**src/rtl/mult_seq_ctrl.sv**
```systemverilog
// -----------------------------------------------------------------------------
// mult_seq_ctrl
//
// Sequential shift-add multiplier for unsigned M x N operands. A single
// (M+1)-bit adder is reused for N iterations. Each iteration does two things:
//   - it conditionally adds the captured multiplicand into the high half of
//     the accumulator;
//   - it shifts the whole accumulator right by one bit.
// Surrounding control logic talks to the block through a start/busy/done
// handshake. The finished product is kept in its own register. That register
// holds its value until the next operation completes, so it stays stable
// through the following run.
//
// Parameters
//   M      width of multiplicand a (M >= 2)
//   N      width of multiplier b and number of iterations (N >= 2)
//
// Ports
//   clk    rising-edge clock, the only clock
//   rst    asynchronous, active-high reset
//   start  request a new multiplication; honoured only in IDLE or DONE
//   a      unsigned multiplicand, captured on the accepting edge
//   b      unsigned multiplier, captured on the accepting edge
//   busy   high while the iteration sequence is running
//   done   one-cycle pulse in the cycle that prod holds a fresh result
//   prod   registered product a*b, M+N bits
// -----------------------------------------------------------------------------
module mult_seq_ctrl #(
    parameter int M = 4,
    parameter int N = 4
) (
    input  logic           clk,
    input  logic           rst,
    input  logic           start,
    input  logic [M-1:0]   a,
    input  logic [N-1:0]   b,
    output logic           busy,
    output logic           done,
    output logic [M+N-1:0] prod
);

    // Iteration counter width. N >= 2 guarantees at least two bits.
    localparam int CNT_W = $clog2(N + 1);

    // FSM encoding
    localparam logic [1:0] ST_IDLE = 2'd0;
    localparam logic [1:0] ST_RUN  = 2'd1;
    localparam logic [1:0] ST_DONE = 2'd2;

    // Counter value during the final (Nth) iteration
    localparam logic [CNT_W-1:0] CNT_LAST = CNT_W'(N - 1);
    localparam logic [CNT_W-1:0] CNT_ONE  = {{(CNT_W-1){1'b0}}, 1'b1};
    localparam logic [CNT_W-1:0] CNT_ZERO = {CNT_W{1'b0}};

    // -------------------------------------------------------------------------
    // State and datapath registers
    // -------------------------------------------------------------------------
    logic [1:0]       state_q, state_d;
    logic [M-1:0]     ra_q,    ra_d;      // captured multiplicand
    logic             c_q,     c_d;       // accumulator carry bit
    logic [M-1:0]     hi_q,    hi_d;      // accumulator high half
    logic [N-1:0]     lo_q,    lo_d;      // accumulator low half / multiplier
    logic [CNT_W-1:0] cnt_q,   cnt_d;     // completed iterations
    logic [M+N-1:0]   prod_q,  prod_d;    // result register
    logic             busy_q,  busy_d;
    logic             done_q,  done_d;

    // Combinational helpers
    logic [M:0]       addend_s;           // multiplicand gated by current multiplier LSB
    logic [M:0]       sum_s;              // (M+1)-bit partial sum, never overflows
    logic             accept_s;           // new operation is taken on this edge

    // Partial-sum adder. The carry bit c sits directly above hi, so {c, hi}
    // is the (M+1)-bit addend. After every shift c is zero again, and the
    // adder's carry-out always lands in hi's MSB. No bit is ever lost.
    always_comb begin
        addend_s = {(M+1){1'b0}};
        if (lo_q[0]) begin
            addend_s = {1'b0, ra_q};
        end else begin
            addend_s = {(M+1){1'b0}};
        end
        sum_s = {c_q, hi_q} + addend_s;
    end

    // A start is honoured only when no iteration is in flight
    always_comb begin
        accept_s = 1'b0;
        if ((state_q == ST_IDLE) || (state_q == ST_DONE)) begin
            accept_s = start;
        end else begin
            accept_s = 1'b0;
        end
    end

    // Next-state, datapath and output-register computation
    always_comb begin
        state_d = state_q;
        ra_d    = ra_q;
        c_d     = c_q;
        hi_d    = hi_q;
        lo_d    = lo_q;
        cnt_d   = cnt_q;
        prod_d  = prod_q;

        case (state_q)
            ST_IDLE, ST_DONE: begin
                if (accept_s) begin
                    // Capture operands. The multiplier is shifted out of lo
                    // as the product is shifted in from the top.
                    ra_d    = a;
                    c_d     = 1'b0;
                    hi_d    = {M{1'b0}};
                    lo_d    = b;
                    cnt_d   = CNT_ZERO;
                    state_d = ST_RUN;
                end else begin
                    state_d = ST_IDLE;
                end
            end

            ST_RUN: begin
                // acc <= {1'b0, sum, lo} >> 1. Only the low M+N+1 bits are
                // kept. That leaves c = 0, hi = sum[M:1], and
                // lo = {sum[0], lo[N-1:1]}.
                c_d   = 1'b0;
                hi_d  = sum_s[M:1];
                lo_d  = {sum_s[0], lo_q[N-1:1]};
                cnt_d = cnt_q + CNT_ONE;
                if (cnt_q == CNT_LAST) begin
                    // Post-shift {hi, lo} is the finished product
                    prod_d  = {sum_s, lo_q[N-1:1]};
                    state_d = ST_DONE;
                end else begin
                    state_d = ST_RUN;
                end
            end

            default: begin
                // Unreachable encoding: fall back to IDLE without
                // touching the held result.
                state_d = ST_IDLE;
            end
        endcase

        // Handshake outputs are registered from the next state. Their timing
        // matches a decode of state, but there is no decode logic on the
        // output pins.
        busy_d = (state_d == ST_RUN);
        done_d = (state_d == ST_DONE);
    end

    // State, datapath and output registers with asynchronous reset
    always_ff @(posedge clk or posedge rst) begin
        if (rst) begin
            state_q <= ST_IDLE;
            ra_q    <= {M{1'b0}};
            c_q     <= 1'b0;
            hi_q    <= {M{1'b0}};
            lo_q    <= {N{1'b0}};
            cnt_q   <= CNT_ZERO;
            prod_q  <= {(M+N){1'b0}};
            busy_q  <= 1'b0;
            done_q  <= 1'b0;
        end else begin
            state_q <= state_d;
            ra_q    <= ra_d;
            c_q     <= c_d;
            hi_q    <= hi_d;
            lo_q    <= lo_d;
            cnt_q   <= cnt_d;
            prod_q  <= prod_d;
            busy_q  <= busy_d;
            done_q  <= done_d;
        end
    end

    assign busy = busy_q;
    assign done = done_q;
    assign prod = prod_q;

endmodule
```
**config.mk**
```make
export PLATFORM = sky130hd
export DESIGN_NAME = mult_seq_ctrl
export DESIGN_NICKNAME = d
export VERILOG_FILES = /design/src/rtl/mult_seq_ctrl.sv
export SDC_FILE = /design/constraint.sdc
export NUM_CORES = 1
export LEC_CHECK = 0
export CAP_MARGIN = 20
export CORE_ASPECT_RATIO = 1.4
export CORE_UTILIZATION = 46
export CTS_CLUSTER_SIZE = 20
export DETAILED_ROUTE_END_ITERATION = 16
export PLACE_DENSITY = 0.71
export SLEW_MARGIN = 10
export SYNTH_ARGS = -nofsm -noshare
export SYNTH_HDL_FRONTEND = slang
export SYNTH_SLANG_ARGS = --single-unit
```
**constraint.sdc**
```tcl
create_clock -name clk -period 1.6 [get_ports clk]
set_clock_uncertainty 0.05 [all_clocks]
set_input_delay 0.24 -clock clk [delete_from_list [all_inputs] [get_ports clk]]
set_output_delay 0.24 -clock clk [all_outputs]
set_load 0.01 [all_outputs]
```
; Word level (Yosys, flattened, before mapping)
; Cells that the tools add are included.
[totals]
register_bits = 28
out_inout_bits = 10
inputBits = 11
wordCells = 37
[classes]
muxes = 13
n_addsub = 2
reduce_logical = 7
eq_ne = 6
[ops]
columns = cell, count
row1 = one-hot mux 4 bit (2 select lines), 2
row2 = 2-to-1 mux 4 bit, 3
row3 = one-hot mux 3 bit (2 select lines), 1
row4 = AND reduction 2 bit, 3
row5 = adder 5 bit, 1
row6 = "equality test 2 x 1 -> 1 bit, second input constant", 2
row7 = "equality test 2 bit, second input constant", 2
row8 = one-hot mux 2 bit (2 select lines), 1
row9 = "adder 3 x 1 -> 3 bit, second input constant", 1
row10 = "equality test 3 x 2 -> 1 bit, second input constant", 1
row11 = 2-to-1 mux 1 bit, 3
row12 = 2-to-1 mux 3 bit, 1
row13 = logical NOT 2 bit, 1
row14 = 2-to-1 mux 2 bit, 1
row15 = "!= test 2 bit, second input constant", 1
row16 = one-hot mux 1 bit (2 select lines), 1
row17 = nonzero test 2 bit, 1
row18 = OR reduction 2 bit, 1
row19 = logical OR 1 bit, 1

; Longest topological paths before layout
[logic_depth]
word_depth = 6
mapped_depth = 6
ltp_nobuf = 6

; Worst setup path before layout
; No wires, ideal clock.
[synth_path]
path_type = reg-to-reg
startpoint = register lo_q[0]
endpoint = register hi_q[1]
arrival_ns = 1.599
synth_period_minus_slack_ns = 1.771
path_buffers = 0
slack_ns = -0.171
path_stages_with_launch = 7
path_cell_list = dfrtp_1 > and2_1 > ha_1 > fa_1 > xnor2_1 > nand2b_1 > a32o_1
[synth_between]
elab_chain_len = 3
[synth_rtl]
columns = item, line_no
row1 = start: declaration, 62  ; logic [N-1:0] lo_q, lo_d;
row2 = start signal: assignment, 160  ; lo_q <= {N{1'b0}};
row3 = start signal: assignment, 170  ; lo_q <= lo_d;
row4 = 2-to-1 mux 4 bit, 78  ; if (lo_q[0]) begin
row5 = adder 5 bit, 83  ; sum_s = {c_q, hi_q} + addend_s;
row6 = one-hot mux 4 bit (2 select lines), 106  ; case (state_q)
row7 = end signal: assignment, 159  ; hi_q <= {M{1'b0}};
row8 = end signal: assignment, 169  ; hi_q <= hi_d;
row9 = end: declaration, 61  ; logic [M-1:0] hi_q, hi_d;
; No other way between the ends.
; A chain may end at the register's enable or synchronous reset.

; Worst setup path after layout
[layout_path]
startpoint = register ra_q[0]
endpoint = register hi_q[0]
[layout_between]
elab_chain_len = 3
[layout_rtl]
columns = item, line_no
row1 = start: declaration, 59  ; logic [M-1:0] ra_q, ra_d;
row2 = start signal: assignment, 157  ; ra_q <= {M{1'b0}};
row3 = start signal: assignment, 167  ; ra_q <= ra_d;
row4 = 2-to-1 mux 4 bit, 78
row5 = adder 5 bit, 83
row6 = named net sum_s[1], 70  ; logic [M:0] sum_s;
row7 = one-hot mux 4 bit (2 select lines), 106
; The timed path passes the listed nets, and every way through them passes these cells.

==> results.toml <==
[outcome]
outcome = "complete, but fails checks"
violations = "setup timing"

[detailed_routing]
first_pass_iters = 2
ant_nets = 0
vias = 897
drc_errors = 0
vias_per_cell = 5.011
routed_wl_um = 2378
wire_per_inst_um = 13.28
drtIter0Drc = 17

[grt]
grt_overflow_total = 0
grt_pass1_vias = 902
grt_max_degree = 28
antenna_found_initial = 0
grt_use_total = 0.1887
grt_pass1_wl_um = 3988

[cells_and_area]
multiInputGateArea_um2 = 570.5
fin_cells = 179
area_growth_pct = 27.14
num-nets-final = 162
fillCellCount = 226
n_antenna_cell = 0
drive_gt1_frac = 0.2028
post-route-util = 0.6120
finish.instance_area_um2 = 1600
regArea_um2 = 675.6

[sta]
fin_crit_sh = 1.091
timing.hold.ws_ps = 189.5
rsz0062_at_grt = "yes"
relSlewSlack = 0.7156
fmax_mhz = 573.0
post-route-min-period_ps = 1745
setup_viol_count_final = 7
worst_pin_slew_ps = 426.6
fin_ws_ps = -145.2
final_max_slew_viol_count = 0
hold_viol = 0
tns_ps = -665.0

[setup_path]
critPathBufInv = 0
crit_chain = "and2_1 > ha_2 > fa_2 > mux2_4 > a22o_1"
crit_slowest_cell = "fa_2"
critPathMaxStageDelay_ps = 420
cp-end-kind = "register"
worst-setup-path-type = "reg -> reg"
arrival_ps = 1940
cp_top_family = "adder cells"
start_kind = "register"
path_max_fanout = 2
critPathRequiredTime_ps = 1790

[yosys]
synth_area_leader_cell = "dfrtp_1"
synth_area_leaders = "dfrtp_1 (54%), ha_1 (6.0%), nand2_1 (6.0%)"
ys_ff_latch = 27
yosysMostFrequentCell = "dfrtp_1"
synth-edff-count = 0
ys_warn_count = 0
async_reset_ff_frac = 1.000
synth_common_cells = "dfrtp_1 (27), nand2_1 (20), nor2_1 (9), o21ai_0 (9), ha_1 (6)"
yosysUniqueCellTypes = 25
avgSynthCellArea_um2 = 10.95
ys_seq_area_frac = 0.5368
synth_ff_type = "dfrtp_1"
syn_area_um2 = 1259
postSynthCellCount = 115
synth_nets = 133
synth_top_cell_area_share = 0.5368

[placed_design]
portBuffers = 20
dp_cells = 172
gp_routability_congestion = 0.7096
detailed_place_hpwl_um = 1761
placed_area_um2 = 1523
pre_cts_ws_ps = -151.9

[clock_tree]
clock_path_buffers = 2
cts_root_buf = "clkbuf_4"
htreeDepth = 1
clk_pin_slew_ps = 150
cts_made_buffers = 3
clock-sinks = 27
cts_hold_buf = 0
insertion_delay_ps = 330
cts_tree = "built"

[floorplan]
row_count = 22
core_um2 = 2615
die_y_um = 63.90
die_w_um = 46.21
ios = 21
start_util = 0.4813
die-area_um2 = 2953

[power_and_ir_drop]
ir_drop_mv = 1.193
design_power_total_mw = 3.254
p_leak_nw = 0.7679
p_per_area_nw_per_um2 = 2034

[hold_path]
hp-class = "in -> async"

[job]
maxCapViolations = 0
-- tightest hold or removal path, stage by stage --
cell and delay, ps:
clkdlybuf4s50_1 390, inv_1 50, buf_4 310
-- sequential cells by signal, summed over array words and instances (netlist names) --
signal / count
cnt_q: 3
prod: 8
busy: 1
state_q: 2
ra_q: 4
done: 1
lo_q: 4
hi_q: 4
-- metal layers --
layer	up-vias	track usage	part of all wire
li1	440	-	-
met1	432	0.2351	0.41
met2	16	0.2958	0.53
met3	9	0.01977	0.017
met4	0	0.1250	0.042
met5	-	0	0
-- report_power, final --
part / leakage, nW / switching, mW / internal [mW] / total, mW
Sequential: 0.334 / 0.201 / 0.993 / 1.19
Combinational: 0.419 / 0.777 / 0.989 / 1.77
Clock: 0.0150 / 0.196 / 0.0979 / 0.294
-- kinds of logic after synthesis --
| logic type | count (synthesis) | synth area share |
|---|---|---|
| simple gates | 41 | 0.1521 |
| flops | 27 | 0.5368 |
| compound gates | 22 | 0.1064 |
| buf+inv | 9 | 0.04571 |
| fa+ha+maj | 7 | 0.07555 |
| mux | 6 | 0.06262 |
| xor+xnor | 3 | 0.02088 |
-- final timing paths --
| path | startpoint | to | slack (ps) | depth (start not counted) |
|---|---|---|---|---|
| worst min-delay path | rst | lo_q[1] | 190 | 3 |
| max in group asynchronous | rst | prod[4] | 1040 | 3 |
| worst max-delay path | ra_q[0] | hi_q[0] | -150 | 5 |
| worst min register to register | prod[4] | prod[4] | 440 | 2 |
| min in group clk | prod[4] | prod[4] | 440 | 2 |
| worst max register to register | ra_q[0] | hi_q[0] | -150 | 5 |
-- repair_timing --
| action | 4_1_cts | 5_1_grt |
|---|---|---|
| pin swaps | 2 | 7 |
| gates resized for setup | 6 | 4 |
| endpoints found under the setup margin | 7 | 12 |
| buffers inserted | 1 | 2 |
-- layout by cell type (no fill, tap or decap) --
| cell type | n |
|---|---|
| ha_1 | 4 |
| nor2_1 | 9 |
| a21oi_2 | 2 |
| inv_1 | 4 |
| o21ai_1 | 4 |
| dfrtp_1 | 27 |
| clkdlybuf4s50_1 | 20 |
| o21ai_2 | 1 |
| mux2_2 | 2 |
| xnor2_1 | 1 |
| xnor2_2 | 1 |
| mux2_4 | 4 |
| nand2b_4 | 1 |
| nand2_1 | 19 |
| ha_2 | 1 |
| clkbuf_4 | 3 |
| xor2_1 | 1 |
| o21ai_0 | 5 |
| a21o_1 | 2 |
| nor2b_1 | 1 |
| a32o_1 | 1 |
| clkbuf_1 | 1 |
| fa_2 | 1 |
| o22ai_1 | 5 |
| ha_4 | 1 |
| a22o_1 | 2 |
| nand2_2 | 2 |
| and2_4 | 1 |
| and2_1 | 4 |
| nand2b_1 | 4 |
| buf_4 | 9 |
-- cell type report --
cell class,instances,share of cell area
multi-input combinational,79,0.3565
timing repair buffer,29,0.1673
clock buffer,4,0.01642
inverter,4,0.009382
tap,36,0.02815
sequential,27,0.4222
No activity file was read; power rests on OpenSTA's default activity.
